## config.mk

```make
export PLATFORM = sky130hd
export DESIGN_NAME = if_prefetch_queue_flat
export DESIGN_NICKNAME = d
export VERILOG_FILES = /design/src/rtl/if_prefetch_queue_if.sv /design/src/rtl/if_prefetch_queue.sv /design/src/flat_wrapper.sv
export SDC_FILE = /design/constraint.sdc
export NUM_CORES = 1
export LEC_CHECK = 0
export ABC_AREA = 1
export CAP_MARGIN = 0
export CORE_UTILIZATION = 58
export CTS_BUF_LIST = sky130_fd_sc_hd__clkbuf_8
export DETAILED_ROUTE_END_ITERATION = 8
export PLACE_DENSITY = 0.83
export SKIP_LAST_GASP = 1
export SYNTH_ARGS = -nofsm -noshare
export SYNTH_HDL_FRONTEND = slang
export SYNTH_SLANG_ARGS = --single-unit
export TNS_END_PERCENT = 5
```

## constraint.sdc

```tcl
create_clock -name clk -period 6.46 [get_ports clk]
set_input_delay 1.292 -clock clk [delete_from_list [all_inputs] [get_ports clk]]
set_output_delay 1.292 -clock clk [all_outputs]
set_load 0.01 [all_outputs]
```

## src/rtl/if_prefetch_queue_if.sv

```systemverilog
// Bus bundle between the prefetch queue, instruction memory and decode.
//   master : the prefetch queue (drives requests and the decode-facing head)
//   slave  : the environment (memory + decode)
// Signals:
//   mem_req_valid/ready/addr   in-order read request channel
//   mem_resp_valid/data        in-order read response, one per accepted request
//   ins_valid/ready            decode handshake
//   ins/ins_pc/ins_pcp4        head instruction, its address and address+4
interface if_prefetch_queue_if;
    logic        mem_req_valid;
    logic        mem_req_ready;
    logic [31:0] mem_req_addr;
    logic        mem_resp_valid;
    logic [31:0] mem_resp_data;
    logic        ins_valid;
    logic        ins_ready;
    logic [31:0] ins;
    logic [31:0] ins_pc;
    logic [31:0] ins_pcp4;

    modport master (
        output mem_req_valid,
        input  mem_req_ready,
        output mem_req_addr,
        input  mem_resp_valid,
        input  mem_resp_data,
        output ins_valid,
        input  ins_ready,
        output ins,
        output ins_pc,
        output ins_pcp4
    );

    modport slave (
        input  mem_req_valid,
        output mem_req_ready,
        input  mem_req_addr,
        output mem_resp_valid,
        output mem_resp_data,
        input  ins_valid,
        output ins_ready,
        input  ins,
        input  ins_pc,
        input  ins_pcp4
    );
endinterface

```

## src/rtl/if_prefetch_queue.sv

```systemverilog
// Instruction-fetch prefetch queue feeding decode.
// Owns the fetch PC, issues in-order reads to instruction memory, buffers the
// returned words with their PC in a DEPTH-entry FIFO and hands them to decode.
// A redirect flushes the FIFO and marks every in-flight read as stale.
// Ports:
//   clk          rising-edge clock
//   rst_n        synchronous active-low reset
//   redirect     load redirect_pc as the new fetch PC and flush
//   redirect_pc  new word-aligned fetch address
//   bus          memory request/response and decode channels (master side)
// DEPTH must be a power of two and at least 2.
module if_prefetch_queue #(
    parameter int unsigned DEPTH    = 4,
    parameter logic [31:0] RESET_PC = 32'h80
) (
    input  logic                       clk,
    input  logic                       rst_n,
    input  logic                       redirect,
    input  logic [31:0]                redirect_pc,
    if_prefetch_queue_if.master        bus
);

    localparam int unsigned CW = $clog2(DEPTH + 1);
    localparam int unsigned SW = CW + 1;
    localparam int unsigned PW = $clog2(DEPTH);

    typedef logic [CW-1:0] cnt_t;
    typedef logic [PW-1:0] ptr_t;

    logic [31:0] fetch_pc,    fetch_pc_n;
    logic [31:0] resp_pc,     resp_pc_n;
    cnt_t        count,       count_n;
    cnt_t        outstanding, outstanding_n;
    cnt_t        drop,        drop_n;
    ptr_t        rd_ptr,      rd_ptr_n;
    ptr_t        wr_ptr,      wr_ptr_n;
    logic        armed;

    logic [31:0] data_mem [DEPTH];
    logic [31:0] pc_mem   [DEPTH];

    cnt_t        live;
    logic        credit;
    logic        req_valid;
    logic        issue;
    logic        resp_ok;
    logic        push;
    logic        pop;

    // Handshake decode and next-state for all counters, pointers and PCs.
    always_comb begin
        live          = outstanding - drop;
        credit        = (SW'(count) + SW'(live)) < SW'(DEPTH);
        // armed holds requests off for the first cycle out of reset
        req_valid     = armed & ~redirect & credit;
        issue         = req_valid & bus.mem_req_ready;
        // a response with nothing outstanding is a protocol error and is ignored
        resp_ok       = bus.mem_resp_valid & (outstanding != '0);
        push          = resp_ok & ~redirect & (drop == '0);
        pop           = (count != '0) & bus.ins_ready & ~redirect;

        fetch_pc_n    = fetch_pc;
        resp_pc_n     = resp_pc;
        count_n       = count;
        drop_n        = drop;
        rd_ptr_n      = rd_ptr;
        wr_ptr_n      = wr_ptr;
        outstanding_n = outstanding + CW'(issue) - CW'(resp_ok);

        if (redirect) begin
            fetch_pc_n = redirect_pc;
            resp_pc_n  = redirect_pc;
            count_n    = '0;
            rd_ptr_n   = '0;
            wr_ptr_n   = '0;
            // everything still in flight after this edge is stale
            drop_n     = outstanding - CW'(resp_ok);
        end else begin
            if (issue) begin
                fetch_pc_n = fetch_pc + 32'd4;
            end
            if (resp_ok && (drop != '0)) begin
                drop_n = drop - CW'(1);
            end
            if (push) begin
                resp_pc_n = resp_pc + 32'd4;
                wr_ptr_n  = wr_ptr + PW'(1);
            end
            if (pop) begin
                rd_ptr_n = rd_ptr + PW'(1);
            end
            count_n = count + CW'(push) - CW'(pop);
        end
    end

    // Control state.
    always_ff @(posedge clk) begin
        if (!rst_n) begin
            fetch_pc    <= RESET_PC;
            resp_pc     <= RESET_PC;
            count       <= '0;
            outstanding <= '0;
            drop        <= '0;
            rd_ptr      <= '0;
            wr_ptr      <= '0;
            armed       <= 1'b0;
        end else begin
            fetch_pc    <= fetch_pc_n;
            resp_pc     <= resp_pc_n;
            count       <= count_n;
            outstanding <= outstanding_n;
            drop        <= drop_n;
            rd_ptr      <= rd_ptr_n;
            wr_ptr      <= wr_ptr_n;
            armed       <= 1'b1;
        end
    end

    // FIFO storage; contents are qualified by count so no reset is needed.
    always_ff @(posedge clk) begin
        if (rst_n && push) begin
            data_mem[wr_ptr] <= bus.mem_resp_data;
            pc_mem[wr_ptr]   <= resp_pc;
        end
    end

    assign bus.mem_req_valid = req_valid;
    assign bus.mem_req_addr  = fetch_pc;
    assign bus.ins_valid     = (count != '0);
    assign bus.ins           = data_mem[rd_ptr];
    assign bus.ins_pc        = pc_mem[rd_ptr];
    assign bus.ins_pcp4      = pc_mem[rd_ptr] + 32'd4;

    // Occupancy and in-flight bookkeeping sanity.
    a_count_bound: assert property (@(posedge clk) disable iff (!rst_n)
        count <= CW'(DEPTH));
    a_drop_bound: assert property (@(posedge clk) disable iff (!rst_n)
        drop <= outstanding);
    a_outstanding_wrap: assert property (@(posedge clk) disable iff (!rst_n)
        !(issue && !resp_ok && (outstanding == '1)));

endmodule

```

## src/flat_wrapper.sv

```systemverilog
// flat-port wrapper written by rule: the top's interface ports become plain ports
module if_prefetch_queue_flat 
#(
    parameter int unsigned DEPTH    = 4,
    parameter logic [31:0] RESET_PC = 32'h80
)
  (clk, rst_n, redirect, redirect_pc, bus_mem_req_valid, bus_mem_req_ready, bus_mem_req_addr, bus_mem_resp_valid, bus_mem_resp_data, bus_ins_valid, bus_ins_ready, bus_ins, bus_ins_pc, bus_ins_pcp4);
  if_prefetch_queue_if bus_i ();
  input  logic clk;
  input  logic rst_n;
  input  logic redirect;
  input  logic [31:0] redirect_pc;
  output wire logic [$bits(bus_i.mem_req_valid)-1:0] bus_mem_req_valid;
  input wire logic [$bits(bus_i.mem_req_ready)-1:0] bus_mem_req_ready;
  output wire logic [$bits(bus_i.mem_req_addr)-1:0] bus_mem_req_addr;
  input wire logic [$bits(bus_i.mem_resp_valid)-1:0] bus_mem_resp_valid;
  input wire logic [$bits(bus_i.mem_resp_data)-1:0] bus_mem_resp_data;
  output wire logic [$bits(bus_i.ins_valid)-1:0] bus_ins_valid;
  input wire logic [$bits(bus_i.ins_ready)-1:0] bus_ins_ready;
  output wire logic [$bits(bus_i.ins)-1:0] bus_ins;
  output wire logic [$bits(bus_i.ins_pc)-1:0] bus_ins_pc;
  output wire logic [$bits(bus_i.ins_pcp4)-1:0] bus_ins_pcp4;
  assign bus_mem_req_valid = bus_i.mem_req_valid;
  assign bus_i.mem_req_ready = bus_mem_req_ready;
  assign bus_mem_req_addr = bus_i.mem_req_addr;
  assign bus_i.mem_resp_valid = bus_mem_resp_valid;
  assign bus_i.mem_resp_data = bus_mem_resp_data;
  assign bus_ins_valid = bus_i.ins_valid;
  assign bus_i.ins_ready = bus_ins_ready;
  assign bus_ins = bus_i.ins;
  assign bus_ins_pc = bus_i.ins_pc;
  assign bus_ins_pcp4 = bus_i.ins_pcp4;
  if_prefetch_queue #(.DEPTH(DEPTH), .RESET_PC(RESET_PC)) u_core (.clk(clk), .rst_n(rst_n), .redirect(redirect), .redirect_pc(redirect_pc), .bus(bus_i));
endmodule
```

==> results.json, run 1 <==
{
  "drive_gt1_share_pct": 7.021,
  "syn_nets": 1904,
  "highest_layer": "met4",
  "root_buffer": "clkbuf_8",
  "crit_path_max_fanout": 129,
  "setup_tns_ns": 0,
  "cts_sinks": 336,
  "grt_pass1_wl_um": 64070,
  "yosys_warnings": 0,
  "avgSynthCellArea_sq_um": 8.903,
  "report.final.slew_viol_count": 0,
  "relSlewSlack_pct": 30.60,
  "yosysTopAreaCellShare_pct": 47.62,
  "num_antenna_cells": 0,
  "hold_buffers": 0,
  "fmax_mhz": 195.7,
  "ir_worst_vdd_mv": 0.1952,
  "drtIter0Drc": 1292,
  "worstMarginPinSlew_ns": 1.041,
  "grt_max_degree": 130,
  "setup_viol": 0,
  "synth-seq-cells": 336,
  "start_util_pct": 59.56,
  "worstHoldPathType": "flop to flop",
  "period_share_pct": 79.09,
  "rsz0062_at_grt": "false",
  "cts_tree": "done",
  "ctsResizeCount": 0,
  "hold_depth": 2,
  "synth_edf_count": 256,
  "numPortBuffers": 199,
  "pwr-share-seq_pct": 51.9,
  "synth_area_sq_um": 16140,
  "arrival_ns": 3.82,
  "die_w_um": 168.8,
  "reg2reg_depth": 15,
  "dieArea_sq_um": 28500,
  "hold_viol": 0,
  "hold_path_startpoint": "u_core.rd_ptr[1]",
  "outcome": "completed",
  "yosys_most_used_dff": "edfxtp_1",
  "synth.distinct_cells": 43,
  "viasPerCell": 5.572,
  "cts_inserted_buffers": 51,
  "dr_total_vias": 13500,
  "regToRegStartpoint": "u_core.outstanding[0]",
  "switching_share_pct": 25.32,
  "critPathCaptureType": "primary output",
  "internal_power_mw": 3.549,
  "clockBufferDepth": 3,
  "synth.largest_area_cell": "edfxtp_1",
  "core_area_sq_um": 27100,
  "wl_met1_um": 16310,
  "htreeDepth": 2,
  "leakage_nw": 7.466,
  "final_nets": 2101,
  "ys_top_cells_by_area": "edfxtp_1 48%, nand2_1 13%, dfxtp_1 9.9%",
  "die_h_um": 168.8,
  "startpoint_type": "flop",
  "worstSetupPathType": "flop to primary output",
  "skew_ns": 0.02770,
  "fillers": 1927,
  "cap_violations": 0,
  "first_global_vias": 12640,
  "synthCells": 1813,
  "drc_errors": 0,
  "gp_congestion": 0.9481,
  "p_comb_share_pct": 11.7,
  "synthTopCellsByCount": "541 x nand2_1, 256 x edfxtp_1, 208 x nor2_1, 147 x inv_1, 121 x o21ai_0",
  "wl_met2_um": 19600,
  "grt_use_total_pct": 28.69,
  "avgRoutedWirePerCell_um": 16.89,
  "pin_count": 200,
  "grt-ovfl-total": 0,
  "clkLatencyLatePin_ns": 0.59,
  "met3WireLength_um": 3846,
  "crit_required_ns": 5.17,
  "rr_endpoint": "u_core.outstanding[2]",
  "area_growth_pct": 20.15,
  "antenna_left": 0,
  "synth_seq_area_share_pct": 57.55,
  "r2r_setup_slack_ns": 2.31,
  "synthArstFlopShare_pct": 0,
  "finalWirelength_um": 40920,
  "post_cts_buffers": 0,
  "power_frac_clock_pct": 36.4,
  "clk_pin_slew_ns": 0.06,
  "synth_most_common_cell": "nand2_1",
  "dp_hpwl_um": 26700,
  "first_pass_iters": 7,
  "utilization_pct": 71.57,
  "rows": 60,
  "p_switching_mw": 1.203,
  "period_minus_slack_ns": 5.109,
  "antenna_found_initial": 0,
  "p_per_area_nw_per_um2": 245.0
}
logic make-up (layout without fill, tap and decap cells):
group	count (synthesis)	after routing	share of synthesized area (%)
compound gates	240	240	8.085
simple gates	952	952	24.39
buf+inv	225	463	6.093
fa+ha+maj	21	21	1.767
xor+xnor	39	39	2.116
flops	336	336	57.55
sequential cells by signal (all words and copies together) (netlist names), named ones only:
signal / flops
u_core.resp_pc: 32
u_core.count: 3
u_core.pc_mem: 128
u_core.drop: 3
u_core.rd_ptr: 2
u_core.outstanding: 3
u_core.data_mem: 128
u_core.armed: 1
u_core.wr_ptr: 2
u_core.bus.mem_req_addr: 32
worst max-delay path, cell delays in order (launching register included):
cell,delay [ns]
dfxtp_4,0.46
inv_6,0.64
nand2_1,0.11
nand2_1,0.09
nand2_1,0.05
nand2_1,0.17
ha_1,0.31
nand2_1,0.11
nor2_1,0.22
nand2_1,0.16
nor2_2,0.16
xor2_1,0.15
clkdlybuf4s50_1,0.55
cells in the final DEF (no fill, tap or decap), types with 5 or more instances in the layout:
cell type        instances
clkbuf_8                52
clkinv_2                 9
nor3_1                  10
nand3_1                120
nor2_2                  15
edfxtp_1               256
nand2_1                541
dfxtp_1                 78
nor2_4                   5
buf_4                   11
inv_2                    6
nand2_2                 28
ha_1                    18
o21ai_0                121
clkdlybuf4s50_1        199
clkinv_1                16
xor2_1                  27
a31oi_1                 14
xnor2_1                 12
a21oi_1                 49
inv_1                  159
nor2_1                 204
o22ai_1                 38
nand4_1                 20
worst max-delay path by stage:
| stage | from | slack, ns | endpoint |
|---|---|---|---|
| after floorplan | redirect | 1.28 | u_core.data_mem[0][0] |
| after global placement | redirect | 1.73 | u_core.outstanding[2] |
| after detailed placement | redirect | 1.66 | u_core.outstanding[2] |
| after CTS | flop | 1.28 | bus_ins_pcp4[12] |
| after global routing | flop | 1.04 | bus_ins_pcp4[18] |
| final | flop | 1.35 | bus_ins_pcp4[12] |
power by group through the flow:
stage / Combinational [mW] / Sequential [mW] / Clock (mW)
5_1_grt: 0.610 / 2.47 / 1.85
2_1_floorplan: 0.309 / 2.50 / 0
3_5_place_dp: 0.546 / 2.51 / 0
6_report: 0.555 / 2.47 / 1.73
3_3_place_gp: 0.529 / 2.51 / 0
4_1_cts: 0.551 / 2.47 / 1.75
final cells by class:
cell class / count / area [sq um] / share of cell area, %
inverter: 156 / 590.6 / 3.045
tap: 372 / 465.4 / 2.400
sequential: 336 / 9294 / 47.92
clock buffer: 52 / 715.7 / 3.690
clock inverter: 42 / 295.3 / 1.522
timing repair buffer: 213 / 2135 / 11.01
multi-input combinational: 1252 / 5899 / 30.42
metrics by stage:
| stage | hold slack (ns) | cell area, sq um | setup WS (ns) | power, mW | instances |
|---|---|---|---|---|---|
| after global routing | 0.5156 | 19390 | 1.043 | 4.933 | 2423 |
| after CTS | 0.4823 | 19390 | 1.283 | 4.767 | 2423 |
| after global placement | 0.4416 | 18380 | 1.730 | 3.035 | 2329 |
| final | 0.4802 | 19390 | 1.351 | 4.753 | 2423 |
| after floorplan | 0.4357 | 16140 | 1.284 | 2.805 | 1813 |
| after detailed placement | 0.4719 | 18380 | 1.662 | 3.056 | 2329 |
metal layers:
metal / GRT usage (%) / vias to the layer above
met1: 38.25 / 6223
met3: 3.951 / 100
met2: 48.10 / 727
li1: - / 6450
met4: 10.47 / 0
met5: 0 / -
(Power assumes the default switching activity.)
==> inputs of run 2 (changes only) <==
==> constraint.sdc (replaced) <==
create_clock -name clk -period 4.9 [get_ports clk]
set_input_delay 0.98 -clock clk [delete_from_list [all_inputs] [get_ports clk]]
set_output_delay 0.98 -clock clk [all_outputs]
set_load 0.01 [all_outputs]
==> run 2 against run 1 <==
Die area is the same; register-to-register slack got worse by 1.1 ns; sequential cell count unchanged; combinational power rose by 32%; sequential share of layout area decreased by 0.41 points; largest cell class unchanged; wire length is 3.6% higher; non-clock buffer count is 7 higher; power rose by 37%; clock power increased by 47%; cell area is 0.87% higher.
==> results.json, run 2 (synthesis gave the netlist of run 1 again) <==
{
  "viasPerCell": 5.598,
  "drc_errors": 0,
  "grt_use_total_pct": 29.45,
  "ctsResizeCount": 0,
  "rr_endpoint": "u_core.bus.mem_req_addr[17]",
  "start_util_pct": 59.56,
  "dr_total_vias": 13630,
  "r2r_setup_slack_ns": 1.25,
  "dp.cells": 2336,
  "root_buffer": "clkbuf_8",
  "stdcell_area_sq_um": 19560,
  "hold_viol": 0,
  "drive_gt1_share_pct": 7.420,
  "core_area_sq_um": 27100,
  "die_h_um": 168.8,
  "drtIter0Drc": 1526,
  "setup_viol": 0,
  "reg2reg_depth": 16,
  "finalWirelength_um": 42410,
  "worstMarginPinSlew_ns": 1.083,
  "skew_ns": 0.03589,
  "worstHoldPathType": "flop to flop",
  "hold_buffers": 0,
  "antenna_found_initial": 0,
  "area_growth_pct": 21.20,
  "critPathCaptureType": "primary output",
  "post_cts_buffers": 0,
  "crit_path_max_fanout": 75,
  "crit_required_ns": 3.92,
  "cap_violations": 0,
  "arrival_ns": 3.51,
  "avgRoutedWirePerCell_um": 17.42,
  "pin_count": 200,
  "first_pass_iters": 6,
  "rows": 60,
  "period_minus_slack_ns": 4.488,
  "grt-ovfl-total": 0,
  "clkLatencyLatePin_ns": 0.58,
  "dp_hpwl_um": 27690,
  "clk_pin_slew_ns": 0.07,
  "cts_tree": "done",
  "regToRegStartpoint": "u_core.outstanding[0]",
  "holdWs_ns": 0.4735,
  "period_share_pct": 91.60,
  "fin_cells": 2434,
  "num_antenna_cells": 0,
  "top_regs": "u_core.data_mem (128), u_core.pc_mem (128)",
  "gp_congestion": 0.9730,
  "relSlewSlack_pct": 27.50,
  "leakage_nw": 7.547,
  "place_area_sq_um": 18420,
  "cts_inserted_buffers": 52,
  "cts_sinks": 336,
  "hold_path_startpoint": "u_core.bus.mem_req_addr[1]",
  "htreeDepth": 2,
  "worstSetupPathType": "flop to primary output",
  "grt_pass1_wl_um": 65830,
  "hold_depth": 2,
  "pre_cts_slack_ns": 1.027,
  "setup_tns_ns": 0,
  "grt_max_degree": 76,
  "startpoint_type": "flop",
  "ir_worst_vdd_mv": 0.2532,
  "finalPower_mw": 6.534,
  "first_global_vias": 13030,
  "outcome": "completed",
  "utilization_pct": 72.19,
  "fmax_mhz": 222.8,
  "final_common_cell": "nand2_1",
  "dieArea_sq_um": 28500,
  "p_per_area_nw_per_um2": 334.0,
  "report.final.slew_viol_count": 0,
  "numPortBuffers": 199,
  "final_nets": 2109,
  "final_cell_mix": "541 x nand2_1, 256 x edfxtp_1, 204 x nor2_1",
  "clockBufferDepth": 3,
  "worst_slack_ns": 0.4118,
  "rsz0062_at_grt": "false",
  "fillers": 1945,
  "min_to": "u_core.bus.mem_req_addr[1]",
  "antenna_left": 0,
  "die_w_um": 168.8
}
run 2: changes by cell type in the layout (fill, tap and decap cells not counted):
cell,previous run,this run
buf_4,11,19
bufinv_16,4,8
clkinv_1,16,20
clkinv_2,9,5
inv_1,159,157
buf_12,3,2
clkbuf_8,52,53
clkinvlp_4,1,2
run 2: how the worst max path moves through the flow:
stage	endpoint	slack, ns	cells past startpoint
2_1_floorplan	u_core.data_mem[0][0]	0.04	7
3_3_place_gp	bus_ins_pcp4[8]	1.13	10
3_5_place_dp	bus_ins_pcp4[12]	1.03	12
4_1_cts	bus_ins_pcp4[12]	0.40	12
5_1_grt	bus_ins_pcp4[28]	0.1	13
6_report	bus_ins_pcp4[18]	0.41	11
run 2: area by class of cell:
class / instances / area, sq um / share of cell area [%]
clock buffers: 53 / 729.5 / 3.729
clock inverters: 45 / 410.4 / 2.098
inverters: 156 / 590.6 / 3.019
multi-input cells: 1252 / 5899 / 30.15
flip-flops and latches: 336 / 9294 / 47.51
well taps: 372 / 465.4 / 2.379
repair buffers: 220 / 2175 / 11.12
run 2: where the power goes:
group	switching, mW	internal, mW	total (mW)
Sequential	0.100	3.16	3.26
Combinational	0.419	0.315	0.735
Clock	1.10	1.44	2.54
Total	1.62	4.91	6.53
run 2: worst max-delay path: stages, from the launching register on:
cell and delay [ns]:
dfxtp_4 0.47, inv_6 0.49, nand2_1 0.11, nand2_1 0.09, nand2_1 0.05, nand2_1 0.15, ha_1 0.28, nand2_1 0.18
nor2_1 0.29, nand2_1 0.11, xor2_1 0.13, clkdlybuf4s50_1 0.54
run 2: metal layers:
layer  GRT usage (%)  up-vias  wire length [um]
met5               0        -                 0
met4           12.37        0              1360
met1           38.87     6340             17150
met3           4.068      118              3743
li1                -     6456                 -
met2           49.05      711             20160
==> inputs of run 3 (changes only) <==
--- a/config.mk
+++ b/config.mk
@@ -7,10 +7,12 @@
 export LEC_CHECK = 0
 export ABC_AREA = 1
 export CAP_MARGIN = 0
+export CORE_MARGIN = 10
 export CORE_UTILIZATION = 58
 export CTS_BUF_LIST = sky130_fd_sc_hd__clkbuf_8
 export DETAILED_ROUTE_END_ITERATION = 8
 export PLACE_DENSITY = 0.83
+export RECOVER_POWER = 50
 export SKIP_LAST_GASP = 1
 export SYNTH_ARGS = -nofsm -noshare
 export SYNTH_HDL_FRONTEND = slang
==> run 3 against run 2 <==
The flow now finishes with violations (capacitance limit, slew limit); setup slack got worse by 0.088 ns; critical endpoint unchanged; register-to-register slack improved by 0.09 ns; worst hold slack worse by 0.016 ns; sequential cell count unchanged; global-route usage fell by 5.7 points; power decreased by 7.3%.
==> results.json, run 3 (synthesis gave the netlist of run 1 again) <==
{
  "outcome": "finished, violations left",
  "violations": "capacitance limit, slew limit",
  "root_buffer": "clkbuf_8",
  "fin_cells": 2436,
  "worstHoldPathType": "flop to flop",
  "leakage_nw": 7.563,
  "clockBufferDepth": 3,
  "hold_viol": 0,
  "period_share_pct": 93.40,
  "startpoint_type": "flop",
  "clk_pin_slew_ns": 0.06,
  "fmax_mhz": 218.5,
  "cts_inserted_buffers": 51,
  "stdcell_area_sq_um": 19380,
  "place_area_sq_um": 18490,
  "drtIter0Drc": 1417,
  "finalWirelength_um": 42790,
  "cap_violations": 1,
  "worst_slack_ns": 0.3236,
  "critPathCaptureType": "primary output",
  "utilization_pct": 70.16,
  "crit_path_max_fanout": 74,
  "skew_ns": 0.02655,
  "r2r_setup_slack_ns": 1.34,
  "clkLatencyLatePin_ns": 0.58,
  "die_w_um": 186.8,
  "first_pass_iters": 6,
  "htreeDepth": 2,
  "final_nets": 2107,
  "relSlewSlack_pct": -64.91,
  "start_util_pct": 58.42,
  "grt_pass1_wl_um": 68140,
  "final_cell_mix": "541 x nand2_1, 256 x edfxtp_1, 206 x nor2_1",
  "dp_hpwl_um": 29470,
  "hold_buffers": 0,
  "gp_congestion": 0.9761,
  "multi_input_area_sq_um": 5889,
  "pin_count": 200,
  "setup_viol": 0,
  "worstMarginPinSlew_ns": 2.474,
  "seqCellArea_sq_um": 9294,
  "dp.cells": 2341,
  "crit_required_ns": 3.92,
  "avgRoutedWirePerCell_um": 17.57,
  "arrival_ns": 3.60,
  "first_global_vias": 13120,
  "grt_max_degree": 84,
  "dieArea_sq_um": 34900,
  "cts_tree": "done",
  "finalPower_mw": 6.056,
  "worstSetupPathType": "flop to primary output",
  "numPortBuffers": 199,
  "grt_use_total_pct": 23.78,
  "drive_gt1_share_pct": 6.615,
  "p_per_area_nw_per_um2": 312.4,
  "die_h_um": 186.8,
  "dr_total_vias": 13490,
  "pre_cts_slack_ns": 0.8519,
  "area_growth_pct": 20.08,
  "grt-ovfl-total": 0,
  "antenna_found_initial": 3,
  "top_regs": "u_core.data_mem (128), u_core.pc_mem (128)",
  "holdWs_ns": 0.4576,
  "final_common_cell": "nand2_1",
  "ir_worst_vdd_mv": 0.2285,
  "viasPerCell": 5.536,
  "rsz0062_at_grt": "false",
  "drc_errors": 0,
  "antenna_left": 0,
  "period_minus_slack_ns": 4.576,
  "core_area_sq_um": 27630,
  "cts_sinks": 336,
  "fillers": 2109,
  "report.final.slew_viol_count": 52,
  "rows": 61,
  "setup_tns_ns": 0
}
## run 3: final timing paths
check,from,to,depth (start not counted)
max reg2reg,u_core.outstanding[0],u_core.outstanding[2],16
min reg2reg,u_core.bus.mem_req_addr[1],u_core.bus.mem_req_addr[1],2
min,u_core.bus.mem_req_addr[1],u_core.bus.mem_req_addr[1],2
max,flop,bus_ins_pcp4[18],11
## run 3: worst max-delay path: stages, from the launching register on
cell and delay (ns):
dfxtp_4 0.80, inv_8 0.32, nand2_1 0.14, nand2_1 0.06, nand2_1 0.08, nand2_2 0.09, ha_1 0.26, nand2_1 0.20
nor2_1 0.11, nand2_1 0.10, xor2_1 0.24, clkdlybuf4s50_1 0.59
## run 3: layer usage
metal	up-vias	global-route usage (%)	wire length, um	share of wire (%)
met5	-	0	13	0.030
met4	2	7.289	1066	2.5
met3	89	4.456	3601	8.4
met2	616	40.02	20530	48
met1	6322	30.58	17580	41
li1	6456	-	-	-
## run 3: report_power, final
group | switching (mW) | total, mW | internal (mW)
Combinational | 0.419 | 0.718 | 0.300
Sequential | 0.0986 | 3.26 | 3.16
Clock | 1.06 | 2.08 | 1.02
Total | 1.58 | 6.06 | 4.48
## run 3: layout make-up
| type | instances | area share (%) |
|---|---|---|
| sequential | 336 | 47.95 |
| multi-input combinational | 1252 | 30.38 |
| inverter | 156 | 3.060 |
| tap | 378 | 2.440 |
| clock buffer | 54 | 3.834 |
| clock inverter | 39 | 0.8972 |
| antenna | 2 | 0.02582 |
| timing repair buffer | 219 | 11.41 |
## run 3: what timing repair did
action | 4_1_cts | 5_1_grt
setup endpoints to repair | 0 | 2
gates resized for setup | 0 | 1
setup buffers | 0 | 0
